`config.mk`:
```
export PLATFORM = sky130hd
export DESIGN_NAME = host_bus_monitor
export DESIGN_NICKNAME = d
export VERILOG_FILES = /design/src/rtl/host_bus_monitor.sv
export SDC_FILE = /design/constraint.sdc
export NUM_CORES = 1
export LEC_CHECK = 0
export CAP_MARGIN = 5
export CORE_MARGIN = 2
export CORE_UTILIZATION = 40
export CTS_CLUSTER_SIZE = 28
export DETAILED_ROUTE_END_ITERATION = 8
export SKIP_LAST_GASP = 1
export SLEW_MARGIN = 20
export SYNTH_ARGS = -nofsm -noshare
export SYNTH_HDL_FRONTEND = slang
export SYNTH_SLANG_ARGS = --single-unit
```
`constraint.sdc`:
```
create_clock -name clk -period 2.65 [get_ports clk]
set_clock_uncertainty 0.15 [all_clocks]
set_input_delay 0.795 -clock clk [delete_from_list [all_inputs] [get_ports clk]]
set_output_delay 0.795 -clock clk [all_outputs]
set_load 0.005 [all_outputs]
```
`src/rtl/host_bus_monitor.sv`:
```
`timescale 1ns/1ps
`default_nettype none
// ============================================================================
// Module   : host_bus_monitor
// Purpose  : Monitor for the S1D13700 8080-style host bus. Every bus input is
//            synchronised into the clk domain. Each completed write access,
//            and each read access when enabled, becomes a record
//            {rd_flag, a0, dat}. Records are queued in a small FIFO and sent
//            out LSB first as UART-like frames (start, DW+2 bits, stop).
// Ports    : clk       system clock
//            rst_x     asynchronous reset, active low
//            ce_x      host chip select, active low (async)
//            a0        host address bit (async)
//            wr_x      host write strobe, active low (async)
//            rd_x      host read strobe, active low (async)
//            dat       host data bus, DW bits (async)
//            en        capture enable (synchronous)
//            sout      serial frame output, idle high
//            busy      high while a frame is being shifted
//            ovf       sticky record-dropped flag
//            fifo_lvl  FIFO occupancy, 0..2**FIFO_AW
// Revision : 1.0  initial release
// ============================================================================
module host_bus_monitor #(
    parameter int DW       = 8,
    parameter int FIFO_AW  = 4,
    parameter int BAUD_DIV = 16,
    parameter int CAP_RD   = 1,
    parameter int SYNC_STG = 2
) (
    input  logic               clk,
    input  logic               rst_x,
    input  logic               ce_x,
    input  logic               a0,
    input  logic               wr_x,
    input  logic               rd_x,
    input  logic [DW-1:0]      dat,
    input  logic               en,
    output logic               sout,
    output logic               busy,
    output logic               ovf,
    output logic [FIFO_AW:0]   fifo_lvl
);

    // Synchronised bus layout: {ce, a0, wr, rd, dat}
    localparam int c_BW    = DW + 4;
    localparam int c_RW    = DW + 2;
    localparam int c_CE    = DW + 3;
    localparam int c_A0    = DW + 2;
    localparam int c_WR    = DW + 1;
    localparam int c_RD    = DW;
    localparam int c_DEPTH = 2 ** FIFO_AW;
    localparam int c_BCW   = $clog2(BAUD_DIV);
    localparam int c_BITW  = $clog2(DW + 2);

    // Strobes and chip select idle high; resetting the synchronisers to the
    // idle level keeps reset release from looking like a rising strobe.
    localparam logic [c_BW-1:0]    c_BUS_IDLE  = {1'b1, 1'b0, 1'b1, 1'b1, {DW{1'b0}}};
    localparam logic [c_BCW-1:0]   c_BAUD_LAST = c_BCW'(BAUD_DIV - 1);
    localparam logic [c_BITW-1:0]  c_LAST_BIT  = c_BITW'(DW + 1);
    localparam logic [FIFO_AW:0]   c_FULL      = (FIFO_AW + 1)'(c_DEPTH);
    localparam bit                 c_CAP_RD    = (CAP_RD != 0);

    // ------------------------------------------------------------------------
    // Input synchronisers plus one "previous sample" stage
    // ------------------------------------------------------------------------
    logic [SYNC_STG-1:0][c_BW-1:0] r_sync;
    logic [c_BW-1:0]               r_bus_p;
    logic [c_BW-1:0]               w_bus_in;

    assign w_bus_in = {ce_x, a0, wr_x, rd_x, dat};

    always_ff @(posedge clk or negedge rst_x) begin
        if (!rst_x) begin
            r_sync  <= {SYNC_STG{c_BUS_IDLE}};
            r_bus_p <= c_BUS_IDLE;
        end else begin
            r_sync  <= {r_sync[SYNC_STG-2:0], w_bus_in};
            r_bus_p <= r_sync[SYNC_STG-1];
        end
    end

    // ------------------------------------------------------------------------
    // Event detection: strobe rising while chip select was low. Data and a0
    // come from the previous stage, i.e. the last sample with the strobe low.
    // A simultaneous write wins over a read.
    // ------------------------------------------------------------------------
    logic w_wr_evt;
    logic w_rd_evt;
    logic r_push;
    logic [c_RW-1:0] r_push_rec;

    assign w_wr_evt = en & ~r_bus_p[c_WR] & r_sync[SYNC_STG-1][c_WR] & ~r_bus_p[c_CE];
    assign w_rd_evt = c_CAP_RD & en & ~r_bus_p[c_RD] & r_sync[SYNC_STG-1][c_RD]
                      & ~r_bus_p[c_CE];

    always_ff @(posedge clk or negedge rst_x) begin
        if (!rst_x) begin
            r_push     <= 1'b0;
            r_push_rec <= '0;
        end else begin
            r_push     <= w_wr_evt | w_rd_evt;
            r_push_rec <= {~w_wr_evt, r_bus_p[c_A0], r_bus_p[DW-1:0]};
        end
    end

    // ------------------------------------------------------------------------
    // Record FIFO
    // ------------------------------------------------------------------------
    logic [c_RW-1:0]    r_mem [c_DEPTH];
    logic [FIFO_AW-1:0] r_wptr;
    logic [FIFO_AW-1:0] r_rptr;
    logic [FIFO_AW:0]   r_lvl;
    logic               r_ovf;
    logic               r_en_d;
    logic               w_full;
    logic               w_empty;
    logic               w_pop;
    logic               w_push_ok;
    logic [c_RW-1:0]    w_head;

    assign w_full    = (r_lvl == c_FULL);
    assign w_empty   = (r_lvl == '0);
    // A pop in the same cycle frees the slot, so a full FIFO still accepts.
    assign w_push_ok = r_push & (~w_full | w_pop);
    assign w_head    = r_mem[r_rptr];

    always_ff @(posedge clk) begin
        if (w_push_ok) begin
            r_mem[r_wptr] <= r_push_rec;
        end
    end

    always_ff @(posedge clk or negedge rst_x) begin
        if (!rst_x) begin
            r_wptr <= '0;
            r_rptr <= '0;
            r_lvl  <= '0;
            r_ovf  <= 1'b0;
            r_en_d <= 1'b0;
        end else begin
            r_en_d <= en;
            if (w_push_ok) begin
                r_wptr <= r_wptr + 1'b1;
            end
            if (w_pop) begin
                r_rptr <= r_rptr + 1'b1;
            end
            case ({w_push_ok, w_pop})
                2'b10:   r_lvl <= r_lvl + 1'b1;
                2'b01:   r_lvl <= r_lvl - 1'b1;
                default: r_lvl <= r_lvl;
            endcase
            // A drop is reported even if en falls in the same cycle.
            if (r_push && !w_push_ok) begin
                r_ovf <= 1'b1;
            end else if (r_en_d && !en) begin
                r_ovf <= 1'b0;
            end
        end
    end

    // ------------------------------------------------------------------------
    // Serial transmitter
    // ------------------------------------------------------------------------
    typedef enum logic [1:0] {
        S_IDLE  = 2'd0,
        S_START = 2'd1,
        S_DATA  = 2'd2,
        S_STOP  = 2'd3
    } tx_state_t;

    tx_state_t          r_state;
    tx_state_t          w_state_nxt;
    logic [c_BCW-1:0]   r_baud;
    logic [c_BITW-1:0]  r_bit;
    logic [c_RW-1:0]    r_shift;
    logic               r_sout;
    logic               w_sout_nxt;
    logic               w_baud_done;

    assign w_baud_done = (r_baud == '0);

    always_ff @(posedge clk or negedge rst_x) begin
        if (!rst_x) begin
            r_state <= S_IDLE;
        end else begin
            r_state <= w_state_nxt;
        end
    end

    always_comb begin
        w_state_nxt = r_state;
        w_pop       = 1'b0;
        w_sout_nxt  = 1'b1;
        case (r_state)
            S_IDLE: begin
                if (!w_empty) begin
                    w_pop       = 1'b1;
                    w_state_nxt = S_START;
                end
            end
            S_START: begin
                w_sout_nxt = 1'b0;
                if (w_baud_done) begin
                    w_state_nxt = S_DATA;
                end
            end
            S_DATA: begin
                w_sout_nxt = r_shift[0];
                if (w_baud_done && (r_bit == c_LAST_BIT)) begin
                    w_state_nxt = S_STOP;
                end
            end
            S_STOP: begin
                if (w_baud_done) begin
                    w_state_nxt = S_IDLE;
                end
            end
            default: begin
                w_state_nxt = S_IDLE;
            end
        endcase
    end

    // Every state change happens on a baud expiry or out of IDLE, so
    // reloading there covers each state entry and each data bit boundary.
    always_ff @(posedge clk or negedge rst_x) begin
        if (!rst_x) begin
            r_baud  <= c_BAUD_LAST;
            r_bit   <= '0;
            r_shift <= '0;
            r_sout  <= 1'b1;
        end else begin
            r_sout <= w_sout_nxt;
            if ((r_state == S_IDLE) || w_baud_done) begin
                r_baud <= c_BAUD_LAST;
            end else begin
                r_baud <= r_baud - 1'b1;
            end
            if (r_state != S_DATA) begin
                r_bit <= '0;
            end else if (w_baud_done) begin
                r_bit <= r_bit + 1'b1;
            end
            if (w_pop) begin
                r_shift <= w_head;
            end else if ((r_state == S_DATA) && w_baud_done) begin
                r_shift <= r_shift >> 1;
            end
        end
    end

    assign sout     = r_sout;
    assign busy     = (r_state != S_IDLE);
    assign ovf      = r_ovf;
    assign fifo_lvl = r_lvl;

endmodule
`default_nettype wire

```
==> Word level (Yosys, flattened, before mapping) <==
Memories as Yosys holds them, arrays and structs flattened.
Cells that the tools add are included.
W data, S select, Z words.
{ "op_classes": {"n_addsub": 6, "bitwise": 14, "n_mux": 18, "reduce_logical": 16, "n_eq_ne": 12} }
{ "op_table": {"columns": ["cell", "count"], "rows": [
  ["$mux W10", 2],
  ["$add A4 B1 Y4 const B", 3],
  ["$mux W4", 3],
  ["$ne A2 B2 Y1 const B", 5],
  ["$pmux W5 S2", 1],
  ["$reduce_bool A2 Y1", 5],
  ["$mux W2", 4],
  ["$pmux W2 S4", 1],
  ["$and A1 B1 Y1", 7],
  ["$eq A2 B2 Y1 const B", 3],
  ["$mux W1", 6],
  ["$add A5 B1 Y5 const B", 1],
  ["$eq A5 B5 Y1 const B", 1],
  ["$logic_not A5 Y1", 1],
  ["$not A1 Y1", 5],
  ["$sub A5 B1 Y5 const B", 1],
  ["$eq A2 B1 Y1 const B", 2],
  ["$eq A4 B4 Y1 const B", 1],
  ["$logic_and A1 B1 Y1", 4],
  ["$logic_not A4 Y1", 1],
  ["$reduce_and A4 Y1", 1],
  ["$sub A4 B1 Y4 const B", 1],
  ["$logic_not A1 Y1", 2],
  ["$logic_not A2 Y1", 1],
  ["other kinds (3)", 4]
]} }
{ "totals": {"out_inout_bits": 8, "memories": 1, "reg_bits": 83, "ramBits": 160, "elab_cells": 82, "in_bits": 15} }
{ "memory_table": {"columns": ["memory", "depth", "width", "rd", "rd_ports_with_merged_regs", "write_ports", "line", "rtl"], "rows": [
  ["r_mem", 16, 10, 1, 0, 1, "110", "logic [c_RW-1:0] r_mem [c_DEPTH];"]
]} }

==> Longest topological paths before layout <==
{ "depth": {"ltp_word": 8, "mapped_depth": 10, "ltp_nobuf": 9} }

==> Least setup slack after synthesis <==
Ideal clock, no wire load.
{ "synth_path": {"kind": "register to register", "startpoint": "register r_lvl[3], in the netlist fifo_lvl[3]", "endpoint": "register r_lvl[4], in the netlist fifo_lvl[4]", "slack_ns": -0.200, "arrival_ns": 2.572, "path_stages_with_launch": 10, "period_less_slack_ns": 2.850, "setup_ns": 0.129, "t_required_ns": 2.371, "n_path_buf": 1, "path_cell_list": "dfrtp_1 > or4_1 > buf_2 > o21ai_4 > nor2_1 > fa_1 > a21o_1 > a21oi_1 > nor4_1 > a2111o_1"} }
{ "synth_between": {"elab_chain_len": 7, "word_cells_on_any_way": 13} }
{ "synth_rtl": {"columns": ["element", "line", "rtl"], "rows": [
  ["from (decl)", "113", "logic [FIFO_AW:0] r_lvl;"],
  ["from (signal assigned)", "150", "2'b10: r_lvl <= r_lvl + 1'b1;"],
  ["from (signal assigned)", "151", "2'b01: r_lvl <= r_lvl - 1'b1;"],
  ["from (signal assigned)", "152", "default: r_lvl <= r_lvl;"],
  ["$logic_not A5 Y1", "123", "assign w_empty = (r_lvl == '0);"],
  ["$mux W1", "198", "if (!w_empty) begin"],
  ["$mux W1", "196", "case (r_state)"],
  ["$or A1 B1 Y1", "125", "assign w_push_ok = r_push & (~w_full | w_pop);"],
  ["$and A1 B1 Y1", "125", null],
  ["$eq A2 B1 Y1 / $eq A2 B2 Y1 (equally long branches)", "149", "case ({w_push_ok, w_pop})"],
  ["$pmux W5 S2 / $reduce_bool A2 Y1 (equally long branches)", null, null]
]} }
Several ways; a longest one is shown, not always the timed one.
A chain may end at the register's enable or synchronous reset.

==> Final worst setup path <==
{ "layout_path": {"startpoint": "register r_lvl[2], in the netlist fifo_lvl[2]", "endpoint": "register r_lvl[4], in the netlist fifo_lvl[4]"} }
Same word-level chain as after synthesis.

==> results_dict.tcl <==
set metrics [dict create \
    finalCriticalPeriod_ns 2.62 \
    syn-num-nets 573 \
    r2r-start "fifo_lvl[2]" \
    gr-total-overflow 0 \
    ios 23 \
    fin_tns_setup_ns 0 \
    tightest_slew_ns 0.632 \
    vias 4865 \
    area_growth_pct 17.2 \
    setup_ws_ns 0.0276 \
    dp_slack_ns -0.0891 \
    numPortBuffers 22 \
    antenna_found_initial 0 \
    cts_buffers 23 \
    cts_max_path_buffers 3 \
    synthTopCellsByCount "edfxtp_1, dfrtp_1, mux2i_1, nor2_1" \
    drc 0 \
    synth-edff-count 160 \
    grt_pass1_wl_um 28200 \
    fp.dieW_um 157 \
    hpwl_um 11700 \
    grt_use_total_pct 15.0 \
    r2r_end "fifo_lvl[4]" \
    maxSlewHeadroom_pct 57.9 \
    wl_per_cell_um 19.1 \
    crit_path_start "fifo_lvl[2]" \
    drv_cap 0 \
    critPathCaptureType "flip-flop" \
    p_leak_nw 3.95 \
    max_freq_mhz 381 \
    finish.utilization_pct 48.0 \
    root_buffer "clkbuf_16" \
    synth_seq_cells 243 \
    clk_pin_slew_ns 0.06 \
    critPathKind "reg -> reg" \
    ir_drop_mv 0.563 \
    synth_top_area_share_pct 51.5 \
    diodes 0 \
    rows 55 \
    synthFlopType "edfxtp_1" \
    rrSetupSlack_ns 0.03 \
    hold_class "in -> async" \
    initial_utilization_pct 41.0 \
    cts.sinks 243 \
    finalCritPeriodShare_pct 99.0 \
    yosysUniqueCellTypes 52 \
    synth.area.top_cells "edfxtp_1, dfrtp_1, mux2i_1" \
    cp_max_fo 4 \
    grt_setup_unrepaired "yes" \
    cts_htree_levels 1 \
    syn_avg_cell_area_um2 17.2 \
    synth-seq-area-share_pct 73.9 \
    synth_most_common_cell "edfxtp_1" \
    cts_tree "yes" \
    gp_congestion 0.793 \
    crit_path_end "fifo_lvl[4]" \
    wirelength_um 17800 \
    finalMaxSlewViolations 0 \
    worstSkewPairLatency_ns 0.51 \
    setup_violations 0 \
    core_area_mm2 0.0228 \
    yosysWarnings 0 \
    die_y_um 157 \
    synth_cells 542 \
    yosysTopAreaCell "edfxtp_1" \
    dieArea_mm2 0.0246 \
    drt_iter0_drc 341 \
    syn-cell-area_mm2 0.00934 \
    rr_worst_depth 8 \
    grt_pass1_vias 5021 \
    crit_required_ns 2.89 \
    first_pass_iters 5 \
    nNetsFinal 635 \
    via_per_inst 5.21 \
    outcome "completed" \
    fillers 1890 \
    critPathLaunchType "flip-flop" \
    final_layout_size_suffix_gt1_share_pct 23.4 \
    ant_nets 0 \
    report.final.hold_viol_count 0 \
    grt_max_degree 46 \
    crit_arrival_ns 2.86 \
    synthArstFlopShare_pct 34.2 \
    p_per_area_mw_per_mm2 1010 \
]
-- layout by cell type, fill, tap and decap left out, types with 3 or more instances in the layout --
cell type	n
a211oi_1	10
a21o_1	3
a22oi_1	8
and2_1	4
buf_4	45
clkbuf_1	4
clkbuf_16	23
clkdlybuf4s50_1	20
clkinv_1	3
clkinv_2	7
dfrtp_1	67
dfstp_2	14
edfxtp_1	160
ha_1	13
inv_1	10
mux2_1	3
mux2_2	12
mux2i_1	39
mux4_2	13
nand2_1	16
nand2b_1	7
nand4_1	3
nor2_1	18
nor3_1	10
nor3_2	4
o2111ai_1	8
o211a_1	3
o211ai_1	8
o21ai_0	5
o221a_2	8
o221ai_1	8
o22a_1	8
o22ai_1	3
xnor2_1	10
xor2_1	3
-- cells by family after synthesis --
| group | Yosys count | synth area share (%) |
|---|---|---|
| buffers and inverters | 42 | 1.84 |
| xor gates and xnor gates | 13 | 1.22 |
| muxes | 67 | 9.13 |
| adders and majority gates | 16 | 2.22 |
| and+or+nand+nor | 75 | 4.19 |
| AOI/OAI and AO/OA | 86 | 7.50 |
| DFF | 243 | 73.9 |
-- state kept, by name, indices dropped and copies added, names as in the netlist --
signal,count
r_mem,160
r_push,1
ovf,1
r_push_rec,10
r_sync,24
r_bus_p,12
r_rptr,4
r_wptr,4
r_en_d,1
r_shift,10
r_state,2
sout,1
r_baud,4
fifo_lvl,5
r_bit,4
-- layout make-up --
class / count / area [µm²] / share of cell area [%]
well taps: 313 / 392 / 3.58
flip-flops and latches: 243 / 6900 / 63.1
repair buffers: 67 / 567 / 5.18
inverters: 12 / 47.5 / 0.435
clock buffers: 27 / 591 / 5.40
multi-input cells: 257 / 2340 / 21.4
clock inverters: 14 / 101 / 0.926
-- power by group --
group	internal (W)	switching [W]	total [W]
logic	0.00155	0.00160	0.00315
registers	0.00441	0.000425	0.00484
clock network	0.00170	0.00132	0.00302
total	0.00766	0.00334	0.0110
-- worst max-delay path, stage by stage (launching register included) --
cell and delay [ns]:
dfrtp_1 0.38, or4_4 0.56, o21ai_4 0.15, nor2_2 0.07
fa_2 0.35, a21o_1 0.20, a21oi_4 0.21, nor4_1 0.08
a2111o_1 0.35
-- timing repair --
item                                    4_1_cts  5_1_grt
hold buffers                                  0        0
pin swaps                                     1        2
buffers inserted                              2        0
endpoints found under the setup margin        2        2
resized for setup                             8        4
-- worst min-delay path by stage --
| stage | start | to | slack, ns | cells past startpoint |
|---|---|---|---|---|
| global route | rst_x | r_sync[11] | 0.09 | 1 |
| floorplan | r_sync[12] | r_bus_p[0] | 0.18 | 0 |
| detailed placement | r_bus_p[4] | r_push_rec[4] | 0.19 | 0 |
| finish | rst_x | r_sync[9] | 0.10 | 1 |
| global placement | r_bus_p[3] | r_push_rec[3] | 0.18 | 0 |
| CTS | rst_x | r_sync[11] | 0.09 | 1 |
-- per-stage QoR --
stage,instances,instance area (µm²),power [W],hold WS (ns)
after floorplan,542,9360,0.00686,0.181
final,933,10900,0.0110,0.105
after global routing,933,10900,0.0116,0.0887
after CTS,933,10900,0.0110,0.0858
after detailed placement,890,10200,0.00792,0.186
after global placement,890,10200,0.00782,0.183
-- routing by layer --
| metal | wire length [µm] | vias to the layer above | GRT usage, % |
|---|---|---|---|
| li1 | - | 2228 | - |
| met1 | 8020 | 2504 | 21.0 |
| met2 | 8650 | 103 | 24.4 |
| met3 | 747 | 30 | 2.19 |
| met4 | 391 | 0 | 4.72 |
| met5 | 0 | - | 0 |
(Power assumes the default switching activity.)
